### src/rtl/branch_rs.sv
`default_nettype none
// ============================================================================
// branch_rs : in-order reservation station for branch/jump uops, with CDB
//             operand capture and oldest-first issue to the branch unit.
// Revision  : 1.0  initial release
// ============================================================================
module branch_rs #(
    parameter int ROB_TAG_W = 4,
    parameter int DEPTH     = 4
) (
    input  logic                   clk,
    input  logic                   rst,
    input  logic                   flush_i,
    input  logic                   disp_valid_i,
    output logic                   disp_ready_o,
    input  logic [31:0]            disp_pc_i,
    input  logic [31:0]            disp_imm_i,
    input  logic                   disp_is_branch_i,
    input  logic                   disp_is_jump_i,
    input  logic                   disp_pred_taken_i,
    input  logic [ROB_TAG_W-1:0]   disp_rob_tag_i,
    input  logic                   disp_rs1_rdy_i,
    input  logic                   disp_rs2_rdy_i,
    input  logic [31:0]            disp_rs1_val_i,
    input  logic [31:0]            disp_rs2_val_i,
    input  logic [ROB_TAG_W-1:0]   disp_rs1_tag_i,
    input  logic [ROB_TAG_W-1:0]   disp_rs2_tag_i,
    input  logic                   cdb_valid_i,
    input  logic [ROB_TAG_W-1:0]   cdb_tag_i,
    input  logic [31:0]            cdb_val_i,
    output logic                   iss_valid_o,
    output logic [31:0]            iss_pc_o,
    output logic [31:0]            iss_imm_o,
    output logic [31:0]            iss_rs1_val_o,
    output logic [31:0]            iss_rs2_val_o,
    output logic                   iss_is_branch_o,
    output logic                   iss_is_jump_o,
    output logic                   iss_pred_taken_o,
    output logic [ROB_TAG_W-1:0]   iss_rob_tag_o,
    output logic [$clog2(DEPTH):0] count_o
);
    localparam int c_ptr_w = $clog2(DEPTH);
    localparam int c_cnt_w = c_ptr_w + 1;

    logic [DEPTH-1:0]     valid_q;
    logic [DEPTH-1:0]     is_br_q;
    logic [DEPTH-1:0]     is_jmp_q;
    logic [DEPTH-1:0]     pred_q;
    logic [DEPTH-1:0]     rs1_rdy_q;
    logic [DEPTH-1:0]     rs2_rdy_q;
    logic [31:0]          pc_q      [DEPTH];
    logic [31:0]          imm_q     [DEPTH];
    logic [31:0]          rs1_val_q [DEPTH];
    logic [31:0]          rs2_val_q [DEPTH];
    logic [ROB_TAG_W-1:0] rob_q     [DEPTH];
    logic [ROB_TAG_W-1:0] rs1_tag_q [DEPTH];
    logic [ROB_TAG_W-1:0] rs2_tag_q [DEPTH];

    logic [c_ptr_w-1:0] head_q, head_d;
    logic [c_ptr_w-1:0] tail_q, tail_d;
    logic [c_cnt_w-1:0] count_q, count_d;

    logic w_disp;
    logic w_iss;
    logic w_rs1_cap;
    logic w_rs2_cap;

    assign disp_ready_o = (count_q < c_cnt_w'(DEPTH));
    assign count_o      = count_q;

    assign w_disp = disp_valid_i && disp_ready_o && !flush_i;
    // Eligibility uses stored rdy bits only, so a same-cycle wakeup issues next cycle.
    assign w_iss  = valid_q[head_q] && rs1_rdy_q[head_q] && rs2_rdy_q[head_q] && !flush_i;

    assign w_rs1_cap = !disp_rs1_rdy_i && cdb_valid_i && (cdb_tag_i == disp_rs1_tag_i);
    assign w_rs2_cap = !disp_rs2_rdy_i && cdb_valid_i && (cdb_tag_i == disp_rs2_tag_i);

    always_comb begin
        head_d  = head_q;
        tail_d  = tail_q;
        count_d = count_q;
        if (w_iss) begin
            head_d = head_q + c_ptr_w'(1);
        end
        if (w_disp) begin
            tail_d = tail_q + c_ptr_w'(1);
        end
        case ({w_disp, w_iss})
            2'b10:   count_d = count_q + c_cnt_w'(1);
            2'b01:   count_d = count_q - c_cnt_w'(1);
            default: count_d = count_q;
        endcase
        if (flush_i) begin
            head_d  = '0;
            tail_d  = '0;
            count_d = '0;
        end
    end

    always_ff @(posedge clk) begin
        if (rst) begin
            valid_q          <= '0;
            head_q           <= '0;
            tail_q           <= '0;
            count_q          <= '0;
            iss_valid_o      <= 1'b0;
            iss_pc_o         <= '0;
            iss_imm_o        <= '0;
            iss_rs1_val_o    <= '0;
            iss_rs2_val_o    <= '0;
            iss_is_branch_o  <= 1'b0;
            iss_is_jump_o    <= 1'b0;
            iss_pred_taken_o <= 1'b0;
            iss_rob_tag_o    <= '0;
        end else begin
            head_q      <= head_d;
            tail_q      <= tail_d;
            count_q     <= count_d;
            iss_valid_o <= w_iss;
            if (w_iss) begin
                iss_pc_o         <= pc_q[head_q];
                iss_imm_o        <= imm_q[head_q];
                iss_rs1_val_o    <= rs1_val_q[head_q];
                iss_rs2_val_o    <= rs2_val_q[head_q];
                iss_is_branch_o  <= is_br_q[head_q];
                iss_is_jump_o    <= is_jmp_q[head_q];
                iss_pred_taken_o <= pred_q[head_q];
                iss_rob_tag_o    <= rob_q[head_q];
            end
            if (flush_i) begin
                valid_q <= '0;
            end else begin
                // Tail and head never coincide here: dispatch needs room, issue needs an entry.
                if (w_iss) begin
                    valid_q[head_q] <= 1'b0;
                end
                if (w_disp) begin
                    valid_q[tail_q] <= 1'b1;
                end
            end
        end
    end

    // Payload needs no reset: it is only observed through valid entries.
    always_ff @(posedge clk) begin
        for (int i = 0; i < DEPTH; i++) begin
            if (valid_q[i] && cdb_valid_i) begin
                if (!rs1_rdy_q[i] && (rs1_tag_q[i] == cdb_tag_i)) begin
                    rs1_rdy_q[i] <= 1'b1;
                    rs1_val_q[i] <= cdb_val_i;
                end
                if (!rs2_rdy_q[i] && (rs2_tag_q[i] == cdb_tag_i)) begin
                    rs2_rdy_q[i] <= 1'b1;
                    rs2_val_q[i] <= cdb_val_i;
                end
            end
        end
        if (w_disp) begin
            pc_q[tail_q]      <= disp_pc_i;
            imm_q[tail_q]     <= disp_imm_i;
            is_br_q[tail_q]   <= disp_is_branch_i;
            is_jmp_q[tail_q]  <= disp_is_jump_i;
            pred_q[tail_q]    <= disp_pred_taken_i;
            rob_q[tail_q]     <= disp_rob_tag_i;
            rs1_tag_q[tail_q] <= disp_rs1_tag_i;
            rs2_tag_q[tail_q] <= disp_rs2_tag_i;
            rs1_rdy_q[tail_q] <= disp_rs1_rdy_i || w_rs1_cap;
            rs2_rdy_q[tail_q] <= disp_rs2_rdy_i || w_rs2_cap;
            rs1_val_q[tail_q] <= disp_rs1_rdy_i ? disp_rs1_val_i : cdb_val_i;
            rs2_val_q[tail_q] <= disp_rs2_rdy_i ? disp_rs2_val_i : cdb_val_i;
        end
    end
endmodule
`default_nettype wire

### config.mk
export PLATFORM = sky130hd
export DESIGN_NAME = branch_rs
export DESIGN_NICKNAME = d
export VERILOG_FILES = /design/src/rtl/branch_rs.sv
export SDC_FILE = /design/constraint.sdc
export NUM_CORES = 1
export LEC_CHECK = 0
export BUFFER_PORTS_ARGS = -buffer_cell sky130_fd_sc_hd__clkbuf_2
export CAP_MARGIN = 25
export CORE_MARGIN = 5
export CORE_UTILIZATION = 60
export CTS_CLUSTER_DIAMETER = 150
export DETAILED_ROUTE_END_ITERATION = 16
export HOLD_SLACK_MARGIN = 0.15
export PLACE_DENSITY = 0.85
export RECOVER_POWER = 100
export SYNTH_ARGS = -nofsm -noshare
export SYNTH_HDL_FRONTEND = slang
export SYNTH_SLANG_ARGS = --single-unit
### constraint.sdc
create_clock -name clk -period 10.8 [get_ports clk]
set_input_delay 2.16 -clock clk [delete_from_list [all_inputs] [get_ports clk]]
set_output_delay 2.16 -clock clk [all_outputs]
set_load 0.05 [all_outputs]
==> run_results.csv <==
group,metric,value,unit
timing,finalSetupViolCount,0,
place,dp_slack,5.80,ns
worst_hold_path,hp-class,"flop to flop",
logic_synthesis,synth_cells,1818,
outcome,violations,"capacitance limit, slew limit",
timing,period_needed,7.26,ns
timing,fin_ws,3.54,ns
critical_path,crit_end,"iss_pc_o[7]",
floorplan,coreArea,0.0502,mm^2
layout,postLayoutCoreUtil,0.684,
floorplan,rows,82,
logic_synthesis,ys_seq_elements,727,
cts,clk_latency,0.61,ns
layout,final_common_cell,"edfxtp_1",
logic_synthesis,yosys_warnings,0,
critical_path,required,11.13,ns
cts,cts_tree,"done",
global_route,grt_usage,0.263,
outcome,outcome,"finished with violations",
layout,drive_above_1_share,0.262,
global_route,grt.overflow.total,0,
logic_synthesis,synth-seq-area-share,0.667,
timing,fmaxAchievable,138,MHz
detailed_routing,drt_iter0_drc,1762,
cts,h-tree-depth,3,
detailed_routing,vias_per_cell,6.27,
floorplan,num_io_pins,326,
power_and_ir_drop,swShare,0.209,
floorplan,dieHeight,235,um
logic_synthesis,synth_top_area_frac,0.565,
global_route,antenna_found_initial,24,
layout,finalInstanceArea,0.0343,mm^2
logic_synthesis,avgSynthCellArea,16.7,um^2
critical_path,r2r_cells,5,
timing,clock_skew,0.0215,ns
detailed_routing,post_drt_wl_per_cell,26.1,um
layout,final_nets,2303,
floorplan,initial_core_util,0.606,
power_and_ir_drop,switchingPower,1.26,mW
power_and_ir_drop,internal_power,4.78,mW
critical_path,rrSetupSlack,5.70,ns
critical_path,reg2reg_from,"tail_q[0]",
critical_path,endpoint_kind,"flop",
cts,post_cts_resized,0,
detailed_routing,routed_wl,74500,um
detailed_routing,first_pass_iters,5,
critical_path,cp_max_fo,81,
cts,root_buffer,"clkbuf_16",
timing,maxSlewViolCount,733,
cts,cts.sink_count,727,
detailed_routing,drc,0,
power_and_ir_drop,clockPowerShare,0.438,
cts,cts_setup_buffers,0,
logic_synthesis,synth_area_leaders,"edfxtp_1, dfxtp_1, mux4_2",
timing,relSlewSlack,-1.87,
cts,numCtsBuffers,75,
global_route,grt_pass1_wl,112000,um
cts,cts_buffer_depth,3,
power_and_ir_drop,leakage,11.0,nW
layout,mostFrequentLayoutCells,"edfxtp_1, clkbuf_1, mux2_2",
global_route,grt_pass1_vias,18100,
timing,setup-tns-final,0,ns
floorplan,dieArea,0.0553,mm^2
timing,rsz0062_at_grt,"false",
power_and_ir_drop,combPwrFrac,0.051,
critical_path,crit_start,"rst",
critical_path,arrival,7.58,ns
layout,area_growth,12.9,%
place,numPortBuffers,325,
logic_synthesis,yosysUniqueCellTypes,38,
timing,worstMarginPinSlew,4.31,ns
power_and_ir_drop,power_density,176,mW/mm^2
global_route,grt_start_max_net_pins,87,
place,gp_congestion,0.823,
detailed_routing,drtAntennaViolNets,0,
place,placed_cell_area,0.0324,mm^2
critical_path,r2r-end,"imm_q[0][0]",
run,cap_violations,20,
logic_synthesis,yosys.area.top_type,"edfxtp_1",
power_and_ir_drop,vdd_drop_max,129,uV
place,hpwl,43900,um
cts,clk_pin_slew_worst_paths,0.06,ns
floorplan,die_x,235,um
critical_path,crit_type,"input port to flop",
logic_synthesis,netlist_area,0.0304,mm^2
cts,ctsHoldBuffers,0,
critical_path,worstSetupStartpointType,"input port",
logic_synthesis,syn-num-nets,2014,
timing,hold_viol,0,
detailed_routing,via_count,17900,
power_and_ir_drop,p_seq_frac,0.511,
timing,min_period_over_period,0.672,
==> stage by stage <==
step,hold WS [ns],instances,power (mW)
after floorplan,0.489,1818,3.34
after global placement,0.459,2701,3.45
after detailed placement,0.467,2701,3.47
after CTS,0.476,2841,6.09
after global routing,0.490,2853,6.23
final,0.473,2856,6.04
==> kinds of logic after synthesis <==
group,count (synthesis),synth area share
flops,727,0.667
mux,392,0.204
compound gates,305,0.0514
simple gates,193,0.0347
buf+inv,148,0.0267
xor+xnor,43,0.0124
fa+ha+maj,10,0.00436
==> area by class of cell <==
| class | count | area, um^2 |
|---|---|---|
| diodes | 14 | 35.0 |
| multi-input cells | 943 | 9050 |
| repair buffers | 347 | 1500 |
| well taps | 672 | 841 |
| flip-flops and latches | 727 | 20300 |
| inverters | 13 | 61.3 |
| clock inverters | 24 | 307 |
| clock buffers | 116 | 2270 |
| fillers | 3387 | 15800 |
==> Yosys cell counts (all sizes together) <==
master,n
a41oi,2
clkinv,1
nand4b,2
xor2,29
ha,9
and2,1
xnor2,14
a31o,1
fa,1
edfxtp,572
or2,1
buf,76
or3,1
mux4,135
nand2,12
dfxtp,155
nand4,9
clkbuf,59
mux2i,1
inv,12
nor2,16
a22oi,7
a21oi,139
o21ai,149
mux2,256
a31oi,7
nand3,137
nor3b,1
nor3,12
and3,1
==> worst min-delay path by stage <==
stage	start	end	slack [ns]	cells after the start
4_1_cts	iss_rs2_val_o[2]	iss_rs2_val_o[2]	0.48	2
5_1_grt	iss_pc_o[2]	iss_pc_o[2]	0.49	2
2_1_floorplan	valid_q[1]	rs2_rdy_q[1]	0.49	2
3_5_place_dp	iss_rs2_val_o[2]	iss_rs2_val_o[2]	0.47	2
6_report	iss_rs2_val_o[9]	iss_rs2_val_o[9]	0.47	2
3_3_place_gp	iss_pred_taken_o	iss_pred_taken_o	0.46	2
==> per-layer routing <==
layer,part of all wire,up-vias,GRT usage
met1,0.37,9052,0.346
met3,0.085,170,0.0603
li1,-,7779,-
met5,0.0021,-,0
met2,0.50,870,0.436
met4,0.034,22,0.0947
==> worst max-delay path, stage by stage <==
cell and delay, ns:
clkbuf_1 2.96, clkbuf_1 2.23, a21oi_1 0.18
==> flip-flops by register name (all words and copies together), names as in the netlist, 4 cells and up <==
register       count
iss_imm_o         32
is_br_q            4
rs2_tag_q         16
rs1_rdy_q          4
valid_q            4
iss_pc_o          32
imm_q            128
pc_q             128
iss_rs1_val_o     32
rob_q             16
rs1_tag_q         16
pred_q             4
rs2_rdy_q          4
rs1_val_q        128
rs2_val_q        128
iss_rob_tag_o      4
iss_rs2_val_o     32
is_jmp_q           4
==> power by group through the flow <==
stage / clock network (mW) / registers (mW) / logic (mW)
after global placement: 0 / 3.14 / 0.308
after floorplan: 0 / 3.16 / 0.173
after global routing: 2.81 / 3.09 / 0.330
final: 2.64 / 3.09 / 0.307
after detailed placement: 0 / 3.14 / 0.322
after CTS: 2.68 / 3.09 / 0.326
Power figures use the tool's default switching activity.
